[config.mk]
export PLATFORM = sky130hd
export DESIGN_NAME = grf_dump_reader
export DESIGN_NICKNAME = d
export VERILOG_FILES = /design/src/rtl/grf_pkg.sv /design/src/rtl/dump_out_slot.sv /design/src/rtl/grf_dump_reader.sv
export SDC_FILE = /design/constraint.sdc
export NUM_CORES = 1
export LEC_CHECK = 0
export CAP_MARGIN = 20
export CORE_ASPECT_RATIO = 0.9
export CORE_MARGIN = 2
export CORE_UTILIZATION = 40
export DETAILED_ROUTE_END_ITERATION = 6
export PLACE_DENSITY = 0.79
export SETUP_SLACK_MARGIN = 0.15
export SYNTH_ARGS = -nofsm -noshare
export SYNTH_HDL_FRONTEND = slang
export SYNTH_SLANG_ARGS = --single-unit
[constraint.sdc]
create_clock -name clk -period 2.62 [get_ports clk]
set_input_delay 0.262 -clock clk [delete_from_list [all_inputs] [get_ports clk]]
set_output_delay 0.262 -clock clk [all_outputs]
set_load 0.02 [all_outputs]
[src/rtl/grf_pkg.sv]
// Shared constants and dump-FSM state encoding for the GRF dump reader.
//   GRF_NUM_REGS : number of architectural registers scanned
//   GRF_ADDR_W   : GRF read address width
//   GRF_DATA_W   : GRF data width
//   dump_state_e : IDLE / SCAN / DRAIN encoding of the dump sequencer
package grf_pkg;

  localparam int GRF_NUM_REGS = 32;
  localparam int GRF_ADDR_W   = 5;
  localparam int GRF_DATA_W   = 32;

  typedef enum logic [1:0] {
    DUMP_IDLE  = 2'd0,
    DUMP_SCAN  = 2'd1,
    DUMP_DRAIN = 2'd2
  } dump_state_e;

endpackage

[src/rtl/dump_out_slot.sv]
// One-entry valid/ready output register holding a {addr, data, pc} record.
// Ports:
//   clk, reset       : clock, synchronous active-low reset
//   load             : write in_* into the slot (caller only loads when slot_free)
//   in_addr/data/pc  : record to load
//   slot_free        : slot is empty or its record is being accepted this cycle
//   out_valid/ready  : downstream handshake
//   out_addr/data/pc : held record, stable while out_valid & !out_ready
module dump_out_slot import grf_pkg::*; #(
  parameter int ADDR_W = GRF_ADDR_W,
  parameter int DATA_W = GRF_DATA_W
) (
  input  logic              clk,
  input  logic              reset,
  input  logic              load,
  input  logic [ADDR_W-1:0] in_addr,
  input  logic [DATA_W-1:0] in_data,
  input  logic [DATA_W-1:0] in_pc,
  output logic              slot_free,
  output logic              out_valid,
  input  logic              out_ready,
  output logic [ADDR_W-1:0] out_addr,
  output logic [DATA_W-1:0] out_data,
  output logic [DATA_W-1:0] out_pc
);

  logic              valid_q, valid_d;
  logic [ADDR_W-1:0] addr_q, addr_d;
  logic [DATA_W-1:0] data_q, data_d;
  logic [DATA_W-1:0] pc_q, pc_d;

  assign slot_free = !valid_q || out_ready;

  always_comb begin
    valid_d = valid_q;
    addr_d  = addr_q;
    data_d  = data_q;
    pc_d    = pc_q;
    if (load) begin
      valid_d = 1'b1;
      addr_d  = in_addr;
      data_d  = in_data;
      pc_d    = in_pc;
    end else if (out_ready) begin
      // Record (if any) is consumed and nothing replaces it.
      valid_d = 1'b0;
    end
  end

  always_ff @(posedge clk) begin
    if (!reset) begin
      valid_q <= 1'b0;
      addr_q  <= '0;
      data_q  <= '0;
      pc_q    <= '0;
    end else begin
      valid_q <= valid_d;
      addr_q  <= addr_d;
      data_q  <= data_d;
      pc_q    <= pc_d;
    end
  end

  assign out_valid = valid_q;
  assign out_addr  = addr_q;
  assign out_data  = data_q;
  assign out_pc    = pc_q;

endmodule

[src/rtl/grf_dump_reader.sv]
// Debug/trace client that walks GRF registers 0..NUM_REGS-1 after a start
// pulse and streams {addr, data, pc} records over a valid/ready port.
// Ports:
//   clk, reset       : clock, synchronous active-low reset
//   start, pc_tag    : begin a dump (idle only), PC tag attached to every record
//   rd_addr, rd_data : GRF read port (rd_data combinational from rd_addr)
//   out_*            : record stream with valid/ready handshake
//   busy, done       : dump in progress, one-cycle completion pulse
module grf_dump_reader import grf_pkg::*; #(
  parameter int NUM_REGS  = GRF_NUM_REGS,
  parameter int ADDR_W    = GRF_ADDR_W,
  parameter int DATA_W    = GRF_DATA_W,
  parameter bit SKIP_ZERO = 1'b0
) (
  input  logic              clk,
  input  logic              reset,
  input  logic              start,
  input  logic [DATA_W-1:0] pc_tag,
  output logic [ADDR_W-1:0] rd_addr,
  input  logic [DATA_W-1:0] rd_data,
  output logic              out_valid,
  input  logic              out_ready,
  output logic [ADDR_W-1:0] out_addr,
  output logic [DATA_W-1:0] out_data,
  output logic [DATA_W-1:0] out_pc,
  output logic              busy,
  output logic              done
);

  // One spare bit so the index can step past the last register without wrapping.
  localparam int               IDX_W    = ADDR_W + 1;
  localparam logic [IDX_W-1:0] LAST_IDX = IDX_W'(NUM_REGS - 1);

  dump_state_e       state_q, state_d;
  logic [IDX_W-1:0]  idx_q, idx_d;
  logic [DATA_W-1:0] pc_q, pc_d;
  logic              done_q, done_d;
  logic              slot_free;
  logic              load;

  always_comb begin
    state_d = state_q;
    idx_d   = idx_q;
    pc_d    = pc_q;
    done_d  = 1'b0;
    load    = 1'b0;
    case (state_q)
      DUMP_IDLE: begin
        if (start) begin
          pc_d    = pc_tag;
          idx_d   = '0;
          state_d = DUMP_SCAN;
        end
      end
      DUMP_SCAN: begin
        // Backpressure: with the slot full and not being drained, everything holds.
        if (slot_free) begin
          load  = !(SKIP_ZERO && (rd_data == '0));
          idx_d = idx_q + 1'b1;
          if (idx_q == LAST_IDX) state_d = DUMP_DRAIN;
        end
      end
      DUMP_DRAIN: begin
        // slot_free covers both "already empty" and "last record accepted now".
        if (slot_free) begin
          state_d = DUMP_IDLE;
          done_d  = 1'b1;
        end
      end
      default: state_d = DUMP_IDLE;
    endcase
  end

  always_ff @(posedge clk) begin
    if (!reset) begin
      state_q <= DUMP_IDLE;
      idx_q   <= '0;
      pc_q    <= '0;
      done_q  <= 1'b0;
    end else begin
      state_q <= state_d;
      idx_q   <= idx_d;
      pc_q    <= pc_d;
      done_q  <= done_d;
    end
  end

  assign rd_addr = idx_q[ADDR_W-1:0];
  assign busy    = (state_q != DUMP_IDLE);
  assign done    = done_q;

  dump_out_slot #(
    .ADDR_W (ADDR_W),
    .DATA_W (DATA_W)
  ) u_slot (
    .clk       (clk),
    .reset     (reset),
    .load      (load),
    .in_addr   (idx_q[ADDR_W-1:0]),
    .in_data   (rd_data),
    .in_pc     (pc_q),
    .slot_free (slot_free),
    .out_valid (out_valid),
    .out_ready (out_ready),
    .out_addr  (out_addr),
    .out_data  (out_data),
    .out_pc    (out_pc)
  );

endmodule

; ---- Yosys cells after proc, flatten, opt, wreduce, memory -nomap -nowiden
; Index checks and enable logic that the tools add are counted.
[totals]
out_inout_bits = 77
inputBits = 68
regBits = 111
elab_cells = 38
[op_classes]
eq_ne = 7
n_reduce_logical = 10
addsub = 1
n_mux = 12
[op_table]
columns = op, n
row1 = 6-bit two-way mux, 2
row2 = 6-bit one-hot mux with 2 select lines, 1
row3 = 2-bit two-way mux, 4
row4 = 2-bit != test (second input constant), 4
row5 = 6-bit by 1-bit adder with 6-bit output (second input constant), 1
row6 = 6-bit by 5-bit == test with 1-bit output (second input constant), 1
row7 = 2-bit one-hot mux with 3 select lines, 1
row8 = 2-bit nonzero test, 3
row9 = 1-bit two-way mux, 4
row10 = 2-bit AND reduction, 2
row11 = 4-bit AND reduction, 1
row12 = 3-bit AND reduction, 1
row13 = 2-bit by 1-bit == test with 1-bit output (second input constant), 1
row14 = 2-bit == test (second input constant), 1
row15 = 2-bit zero test, 1
row16 = 1-bit zero test, 1
row17 = 1-bit logical OR, 1

; ---- Depth between registers and ports, before layout
; Gate-level depths: netlist (run 1).
[logic_depth]
word_depth = 5
mapped_depth = 6
ltp_nobuf = 4

; ---- Modules after synthesis
; From an unflattened synthesis (run 1), not the netlist that was laid out.
[hier_totals]
cells_unflattened = 419
area_unflattened_um2 = 4362.9
[by_module_without_submodules]
columns = mod, n_inst, area_each_um2, cells_each
row1 = dump_out_slot, 1, 2683.8, 226
row2 = grf_dump_reader, 1, 1679.1, 193

; ---- Least setup slack after synthesis (run 1)
; OpenSTA, ideal clock, no wires.
[synth_path]
path_kind = flip-flop to flip-flop
start = register u_slot.valid_q, in the netlist u_slot.out_valid
end = register u_slot.data_q[23], in the netlist u_slot.out_data[23]
path_buffers = 2
setup_time_ps = 70
stages_incl_launch_ff = 6
setup_slack_ps = 1304
t_arrival_ps = 1246
period_less_slack_ps = 1316
path_cell_list = dfxtp_1 -> and2b_1 -> buf_4 -> clkbuf_1 -> o21ai_0 -> a21oi_1
[synth_via]
elab_chain_cells = 4
[synth_rtl]
columns = item, line_no
row1 = start: declaration, dump_out_slot.sv:27  ; logic valid_q, valid_d;
row2 = start signal: assignment, dump_out_slot.sv:57  ; valid_q <= valid_d;
row3 = 1-bit zero test, dump_out_slot.sv:32  ; assign slot_free = !valid_q || out_ready;
row4 = 1-bit logical OR, dump_out_slot.sv:32
row5 = 1-bit two-way mux, grf_dump_reader.sv:57  ; if (slot_free) begin
row6 = 1-bit two-way mux, grf_dump_reader.sv:47  ; case (state_q)
row7 = end signal: assignment, dump_out_slot.sv:59  ; data_q <= data_d;
row8 = end: declaration, dump_out_slot.sv:29  ; logic [DATA_W-1:0] data_q, data_d;
; Every way passes these cells.
; A chain may end at the register's enable or synchronous reset.

; ---- Worst setup path in the final report (run 1)
[layout_path]
start = register state_q[0]
end = output busy
[layout_via]
elab_chain_cells = 1
[layout_rtl]
columns = item, line_no
row1 = start: declaration, grf_dump_reader.sv:34  ; dump_state_e state_q, state_d;
row2 = start signal: assignment, grf_dump_reader.sv:81  ; state_q <= state_d;
row3 = 2-bit nonzero test, grf_dump_reader.sv:89  ; assign busy = (state_q != DUMP_IDLE);
row4 = end: declaration, grf_dump_reader.sv:26  ; output logic busy,
; Every way passes these cells.

==> results of run 1 <==
==> stage by stage <==
step	hold slack [ps]	power (uW)	instances
after floorplan	380	2100	512
after global placement	441	2330	741
after detailed placement	448	2340	741
after CTS	457	3630	755
after global routing	470	3740	755
final	456	3590	755
==> cell usage after synthesis, drive strengths merged <==
library cell | count | share of area, %
dfxtp | 111 | 52
a21oi | 104 | 12
nand3 | 74 | 8.7
o21ai | 70 | 8.3
nand2 | 66 | 5.8
buf | 31 | 4.6
clkbuf | 25 | 2.3
nand2b | 4 | 0.77
a211oi | 3 | 0.53
nor4 | 3 | 0.44
inv | 2 | 0.18
mux2i | 2 | 0.47
nor3b | 2 | 0.47
o21a | 2 | 0.35
a311oi | 1 | 0.35
a31oi | 1 | 0.15
and2b | 1 | 0.18
ha | 1 | 0.29
nor2b | 1 | 0.15
nor3 | 1 | 0.12
nor4b | 1 | 0.21
o211ai | 1 | 0.18
o21bai | 1 | 0.18
o31a | 1 | 0.21
or2 | 1 | 0.15
or3 | 1 | 0.15
or3b | 1 | 0.21
==> flip-flops by register name (all words and copies together) (netlist names) <==
register          cells
idx_q                 6
state_q               2
u_slot.out_valid      1
done                  1
pc_q                 32
u_slot.out_data      32
u_slot.out_addr       5
u_slot.out_pc        32
==> worst paths after layout <==
| check | from | cells after the start | endpoint |
|---|---|---|---|
| setup / recovery | state_q[0] | 2 | busy |
| hold / removal | pc_q[11] | 2 | pc_q[11] |
| setup reg to reg | u_slot.out_valid | 4 | u_slot.out_data[22] |
| hold reg to reg | pc_q[11] | 2 | pc_q[11] |
==> final cells by class <==
cell class	count	area, sq um	area share, %
Sequential cell	111	2220	37.3
Tap cell	129	161	2.71
Clock buffer	12	267	4.48
Clock inverter	2	16.3	0.273
Multi-Input combinational cell	343	1750	29.3
Inverter	2	8.76	0.147
Timing Repair Buffer	156	1530	25.7
==> power breakdown <==
group	leakage, uW	internal, uW	switching [uW]
Clock	0.000137	715	574
Sequential	0.000905	1760	43.4
Combinational	0.000979	233	268
Total	0.00202	2710	886
==> metal layers <==
metal | global-route usage (%) | up-vias
li1 | - | 2000
met1 | 26.2 | 1919
met2 | 32.7 | 150
met3 | 6.40 | 8
met4 | 4.50 | 0
met5 | 0 | -
==> critical path, cell delays in order (launching register included) <==
cell and delay [ps]:
dfxtp_1 570, or2_2 190, clkdlybuf4s50_1 630
==> cell families (layout without fill, tap and decap cells) <==
family / Yosys count / count (layout) / synth area share (%)
DFF: 111 / 111 / 52.3
adders and majority gates: 1 / 1 / 0.294
AOI/OAI and AO/OA: 184 / 184 / 22.5
and+or+nand+nor: 156 / 156 / 17.4
buffers and inverters: 58 / 172 / 7.06
muxes: 2 / 2 / 0.471
==> impl_results.md, run 1 <==
- Syn Nets: 581
- Yosys cell types: 36
- Seq/Total Area, Yosys: 52.3%
- Antenna violations before repair: 0
- CTS max path bufs: 2
- Final setup TNS: 0 ps
- Die Ht: 102 um
- P&R area growth vs syn: 40.0%
- CP Capture Type: output pin
- Pre-CTS setup slack: 416 ps
- Final Critical Period: 1970 ps
- Later-pin clock latency in the skew report: 340 ps
- Layout Nets: 692
- Worst setup SP type: flip-flop
- Core ar.: 10300 sq um
- Crit share post-route: 75.2%
- TritonRoute pass-1 iters: 5
- Final hold viol count: 0
- Final ANT Viol Nets: 0
- Largest net degree at the start of global routing: 77
- CTS buffer count: 9
- Antenna cell count: 0
- Worst-path fanout max: 9
- Row cnt: 35
- Global-route wire length before repair: 18700 um
- Vias: 4077
- Max-cap check violation count: 0
- Final worst slack: 649 ps
- Max Used Layer: met4
- Power Density: 604 nW/um^2
- Worst hold path type: flip-flop to flip-flop
- Clock Root Buffer: clkbuf_16
- Slew HR: 44.5%
- Synth warn: 0
- WL final: 11800 um
- Syn avg cell area: 8.30 sq um
- Worst slew pin tran: 832 ps
- Finished Core Util: 57.8%
- Post-CTS Hold Fix Bufs: 0
- Total GRT Usage: 20.0%
- Metal3 WL: 864 um
- Synth Register Bits: 111
- Clock Pin Slew Worst Setup and Hold Paths: 60 ps
- Io pins: 145
- Crit path DAT: 1710 ps
- Worst clock skew: 9.58 ps
- Crit Path Class: flip-flop to output pin
- Status: finished clean
- Worst reg2reg setup slack: 780 ps
- Data required, critical path: 2360 ps
- Layout fillers: 902
- Commonest non-fill, non-tap cell in the layout: clkdlybuf4s50_1
- Mapped cell area: 4250 sq um
- Routed wire per std cell: 15.6 um
- Placed Area: 5670 sq um
- Leakage: 0.00202 uW
- Peak supply drop: 0.375 mV
- Layout Cell Area excl Fill: 5950 sq um
- Commonest non-fill, non-tap cells in the layout: clkdlybuf4s50_1 (144), dfxtp_1 (111), a21oi_1 (104), nand3_1 (74), nand2_1 (66)
- Clk sinks: 111
- Die X: 113 um
- DRC errors left: 0
- M1 WL: 5220 um
- Final HPWL DP: 7700 um
- RSZ-0062 raised after global routing: no
- Final Max Slew Viols: 0
- Share of layout cells above drive strength 1: 5.59%
- I/O Buffers: 144
- Initial Utilization: 41.3%
- Met2 Wirelength: 5600 um
- Final setup vio count: 0
- GRT overflow: 0
- Die Outline Area: 11500 sq um
- Post-cts gate resize count: 0
- Fmax: 507 MHz
- Htree depth: 3
- TritonCTS clock tree: done
- Mapped Cells: 512
- GP Congestion: 0.750
- Setup Fix Bufs, Post-CTS: 0
- Vias in the first global route: 3856
- Via-to-Cell Ratio: 5.40
- DR iter-0 viols: 260
Note: power is estimated with default switching activity, not from simulation.
==> run 2, diff against run 1 <==
==> constraint.sdc (replaced) <==
create_clock -name clk -period 1.9 [get_ports clk]
set_input_delay 0.19 -clock clk [delete_from_list [all_inputs] [get_ports clk]]
set_output_delay 0.19 -clock clk [all_outputs]
set_load 0.02 [all_outputs]
==> run 2 against run 1 <==
  * First-iteration DRC count decreased by 4.6%
  * Setup slack got worse by 400 ps
  * Clock power increased by 40%
  * Cell area increased by 1.5%
  * Total power increased by 39%
  * Combinational power increased by 43%
  * Clock skew about the same
  * Die area unchanged
  * Highest routed layer unchanged
==> impl_results.md, run 2 (synthesis gave the netlist of run 1 again) <==
- Status: finished clean
- Commonest non-fill, non-tap cell in the layout: clkdlybuf4s50_1
- Routed wire per std cell: 15.7 um (+0.53%)
- Clk sinks: 111 (unchanged)
- Number of cells on the critical path: 1 (-1)
- GP Congestion: 0.780 (+3.9%)
- Io pins: 145 (unchanged)
- Largest net degree at the start of global routing: 57 (-26%)
- Initial Utilization: 41.3% (unchanged)
- Leakage: 0.00206 uW (+2.0%)
- Area of the multi-input gates: 1750 sq um (unchanged)
- Fmax: 604 MHz
- RSZ-0062 raised after global routing: no
- Worst-path fanout max: 6 (-3)
- Die Ht: 102 um (unchanged)
- Slowest Stage Delay on Critical Path: 660 ps (+30 ps)
- DRC errors left: 0 (unchanged)
- TritonRoute pass-1 iters: 5 (unchanged)
- I/O Buffers: 144 (unchanged)
- GRT met2 Usage: 33.6% (+0.97 points)
- Crit path DAT: 1470 ps (-240 ps)
- Busiest grt layer: met2
- Critical path's top delay family: buffers and inverters
- Met3 Track Usage GR: 6.94% (+0.54 points)
- Crit Path Class: flip-flop to output pin
- Share of layout cells above drive strength 1: 6.80% (+1.2 points)
- Worst setup SP type: flip-flop
- Final hold viol count: 0 (unchanged)
- TritonCTS clock tree: done
- Placed Area: 5760 sq um (+1.5%)
- Critical-path cell list: clkdlybuf4s50_1
- Hold WS: 400 ps (-56.0 ps)
- Vias in the first global route: 3964 (+2.8%)
- Final HPWL DP: 8170 um (+6.1%)
- Worst slew pin tran: 538 ps (-294 ps)
- Clock Pin Slew Worst Setup and Hold Paths: 80 ps (+20 ps)
- Layout Nets: 697 (+0.72%)
- CTS buffer count: 9 (unchanged)
- Cells on Worst Hold Path: 3 (+1)
- Global-route wire length before repair: 19300 um (+3.3%)
- Final Critical Period: 1660 ps
- Row cnt: 35 (unchanged)
- Reg2reg path depth: 4 (unchanged)
- Layout Cell Area excl Fill: 6040 sq um (+1.5%)
- Final setup TNS: 0 ps (unchanged)
- Layout fillers: 928 (+2.9%)
- Register area: 2220 sq um (+0.11%)
- Die X: 113 um (unchanged)
- Htree depth: 3 (unchanged)
- CTS max path bufs: 2 (unchanged)
- Final ANT Viol Nets: 0 (unchanged)
- Slowest CP cell: clkdlybuf4s50_1
- Final Max Slew Viols: 0 (unchanged)
- DR iter-0 viols: 248 (-4.6%)
- Clock Root Buffer: clkbuf_16
- WL final: 11900 um (+1.3%)
- Die Outline Area: 11500 sq um (unchanged)
- Antenna cell count: 0 (unchanged)
- Data required, critical path: 1710 ps (-650 ps)
- Power Density: 828 nW/um^2 (+37%)
- Core ar.: 10300 sq um (unchanged)
- Slew HR: 64.1% (+20 points)
- Commonest non-fill, non-tap cells in the layout: clkdlybuf4s50_1 (143), dfxtp_1 (109), a21oi_1 (104), nand3_1 (74), nand2_1 (66)
- Buffers and inverters on the worst path: 1 (unchanged)
- Global Route met1 Usage: 27.1% (+0.97 points)
- Final setup vio count: 0 (unchanged)
- Worst hold path type: primary input to flip-flop
- Total GRT Usage: 20.7% (+0.72 points)
- Pre-CTS setup slack: 206 ps (-209 ps)
- Setup Fix Bufs, Post-CTS: 0 (unchanged)
- CP Capture Type: output pin
- Max-cap check violation count: 0 (unchanged)
- Worst clock skew: 9.62 ps (+0.0420 ps)
- GRT overflow: 0 (unchanged)
- Final worst slack: 245 ps (-404 ps)
- Post-Layout Cell Count: 761 (+0.79%)
- Antenna violations before repair: 0 (unchanged)
- Peak supply drop: 0.557 mV (+48%)
- Placed Cells: 746 (+0.67%)
- Later-pin clock latency in the skew report: 340 ps (about the same)
- P&R area growth vs syn: 42.1%
- Crit share post-route: 87.1%
- Via-to-Cell Ratio: 5.41 (+0.14%)
- Vias: 4115 (+0.93%)
-- run 2: power breakdown --
part | switching (uW) | total, uW | internal, uW
clock | 865 | 1800 | 933
sequential | 58.1 | 2490 | 2430
combinational | 374 | 715 | 341
-- run 2: through the flow --
stage | total power [uW] | util (%)
floorplan | 2900 | -
global placement | 3240 | 55.9
detailed placement | 3260 | 55.9
CTS | 5040 | 58.7
global route | 5210 | 58.7
finish | 5000 | 58.7
-- run 2: worst paths after layout --
| kind | from | to | slack (ps) |
|---|---|---|---|
| worst min register to register | pc_q[23] | pc_q[23] | 460 |
| worst min-delay path | pc_tag[22] | pc_q[22] | 400 |
| worst max register to register | state_q[1] | u_slot.out_data[24] | 420 |
| worst max-delay path | idx_q[3] | rd_addr[3] | 240 |
-- run 2: area by class of cell --
cell class	instances	share of cell area (%)
Timing Repair Buffer	161	26.8
Inverter	2	0.145
Sequential cell	111	36.8
Clock buffer	10	3.96
Tap cell	129	2.67
Multi-Input combinational cell	343	28.9
Clock inverter	5	0.704
-- run 2: routing by layer --
layer	part of all wire (%)	wire (um)
met3	6.8	808
met1	45	5330
met4	0.82	98
met5	0	0
met2	48	5700
-- run 2: timing repair --
action,in CTS,in global routing
hold endpoints to repair,0,0
hold buffers,0,0
resized for setup,3,0
endpoints found under the setup margin,1,0
-- run 2: tightest hold or removal path: cells and delay by family --
family | cells | cell delay [ps]
buf+inv | 1 | 400
simple gates | 1 | 60
compound gates | 1 | 50
==> run 3, diff against run 2 <==
--- a/config.mk
+++ b/config.mk
@@ -10,8 +10,9 @@
 export CORE_MARGIN = 2
 export CORE_UTILIZATION = 40
 export DETAILED_ROUTE_END_ITERATION = 6
+export GPL_TIMING_DRIVEN = 0
 export PLACE_DENSITY = 0.79
-export SETUP_SLACK_MARGIN = 0.15
+export SETUP_SLACK_MARGIN = 0.1
 export SYNTH_ARGS = -nofsm -noshare
 export SYNTH_HDL_FRONTEND = slang
 export SYNTH_SLANG_ARGS = --single-unit
==> run 3 against run 2 <==
  * Utilization rose by 1.4 points
  * Cell area rose by 2.4%
  * Clock skew down 2.0 ps
  * Critical endpoint is now rd_addr[0]
==> impl_results.md, run 3 (synthesis gave the netlist of run 1 again) <==
- Layout fillers: 930 (+0.22%)
- Placed Cells: 785 (+5.2%)
- Max Used Layer: met4
- RSZ-0062 raised after global routing: no
- Final HPWL DP: 8900 um (+8.9%)
- Worst hold path type: primary input to flip-flop
- Layout Nets: 736 (+5.6%)
- Placed Area: 5850 sq um (+1.7%)
- Die Outline Area: 11500 sq um (unchanged)
- Final ANT Viol Nets: 0 (unchanged)
- Io pins: 145 (unchanged)
- Vias: 4231 (+2.8%)
- Global-route wire length before repair: 19600 um (+1.9%)
- Final worst slack: 159 ps (-85.8 ps)
- GRT overflow: 0 (unchanged)
- Fmax: 574 MHz (-4.9%)
- Row cnt: 35 (unchanged)
- CP Capture Type: output pin
- TritonCTS clock tree: done
- Status: finished clean
- Via-to-Cell Ratio: 5.28 (-2.3%)
- Final Max Slew Viols: 0 (unchanged)
- Pre-CTS setup slack: 29.7 ps (-177 ps)
- Clock Root Buffer: clkbuf_16
- Power Density: 853 nW/um^2 (+3.1%)
- Later-pin clock latency in the skew report: 350 ps (about the same)
- Final setup TNS: 0 ps (unchanged)
- Final hold viol count: 0 (unchanged)
- Core ar.: 10300 sq um (unchanged)
- Clk sinks: 111 (unchanged)
- Total GRT Usage: 21.3% (+0.58 points)
- Layout Cell Area excl Fill: 6180 sq um (+2.4%)
- DR iter-0 viols: 270 (+8.9%)
- Commonest non-fill, non-tap cells in the layout: clkdlybuf4s50_1 (143), dfxtp_1 (111), a21oi_1 (104), nand3_1 (74), nand2_1 (66)
- Antenna cell count: 0 (unchanged)
- Initial Utilization: 41.3% (unchanged)
- Antenna violations before repair: 0 (unchanged)
- Crit Path Class: flip-flop to output pin
- Post-Layout Cell Count: 801 (+5.3%)
- Max-cap check violation count: 0 (unchanged)
- Worst-path fanout max: 6 (unchanged)
- Die X: 113 um (unchanged)
- DRC errors left: 0 (unchanged)
- Commonest non-fill, non-tap cell in the layout: clkdlybuf4s50_1
- Vias in the first global route: 4093 (+3.3%)
- GP Congestion: 0.847 (+8.7%)
- Metal3 WL: 736 um (-8.9%)
- Worst slew pin tran: 509 ps (-28.9 ps)
- Final Critical Period: 1740 ps (+85.8 ps)
- Leakage: 0.00216 uW (+4.6%)
- Crit path DAT: 1550 ps (+80 ps)
- Share of layout cells above drive strength 1: 7.59% (+0.79 points)
- Crit share post-route: 91.6% (+4.5 points)
- CTS max path bufs: 2 (unchanged)
- WL final: 12400 um (+4.2%)
- TritonRoute pass-1 iters: 5 (unchanged)
- Largest net degree at the start of global routing: 19 (-67%)
- Slew HR: 66.1% (+1.9 points)
- M1 WL: 5600 um (+5.1%)
- P&R area growth vs syn: 45.5%
- Routed wire per std cell: 15.5 um (-0.96%)
- I/O Buffers: 144 (unchanged)
- Met2 Wirelength: 5870 um (+2.9%)
- Peak supply drop: 0.426 mV (-24%)
- CTS buffer count: 9 (unchanged)
- Clock Pin Slew Worst Setup and Hold Paths: 80 ps (about the same)
- Data required, critical path: 1710 ps (about the same)
- Post-CTS Hold Fix Bufs: 0 (unchanged)
- Worst setup SP type: flip-flop
- Worst clock skew: 7.61 ps (-2.01 ps)
- Htree depth: 3 (unchanged)
- Die Ht: 102 um (unchanged)
- Final setup vio count: 0 (unchanged)
## run 3: repair_timing
action	4_1_cts	5_1_grt
gates resized for setup	1	0
setup buffers	0	0
setup endpoints to repair	1	0
## run 3: cell type report
type | instances | area (sq um) | area share, %
tap | 129 | 161 | 2.61
buffer | 56 | 293 | 4.74
sequential | 111 | 2220 | 35.9
inverter | 2 | 7.51 | 0.121
clock inverter | 6 | 91.3 | 1.48
timing repair buffer | 144 | 1440 | 23.3
multi-input combinational | 343 | 1730 | 27.9
clock buffer | 10 | 239 | 3.87
## run 3: power breakdown
part           internal [uW]  switching (uW)
clock                   1200             856
combinational            345             387
sequential              2430            57.8
total                   3970            1300
## run 3: final timing paths
check	startpoint	endpoint	slack (ps)	cells past startpoint
max	idx_q[0]	rd_addr[0]	160	2
min	pc_tag[24]	pc_q[24]	390	3
max reg2reg	u_slot.out_valid	u_slot.out_data[30]	340	5
min reg2reg	pc_q[12]	pc_q[12]	460	2
## run 3: worst max-delay path: stages (launching register included)
cell and delay, ps:
dfxtp_1 440, buf_4 140, clkdlybuf4s50_1 620
## run 3: per-layer routing
layer	up-vias	track usage [%]
li1	2094	-
met1	1980	27.8
met2	137	35.2
met3	20	4.19
met4	0	8.26
met5	-	0
## run 3: per-stage QoR
step           hold slack, ps  power, uW  util [%]
2_1_floorplan             308       2900         -
3_3_place_gp              442       3250      56.9
3_5_place_dp              448       3270      56.9
4_1_cts                   381       5300      60.1
5_1_grt                   389       5470      60.1
6_report                  389       5270      60.1
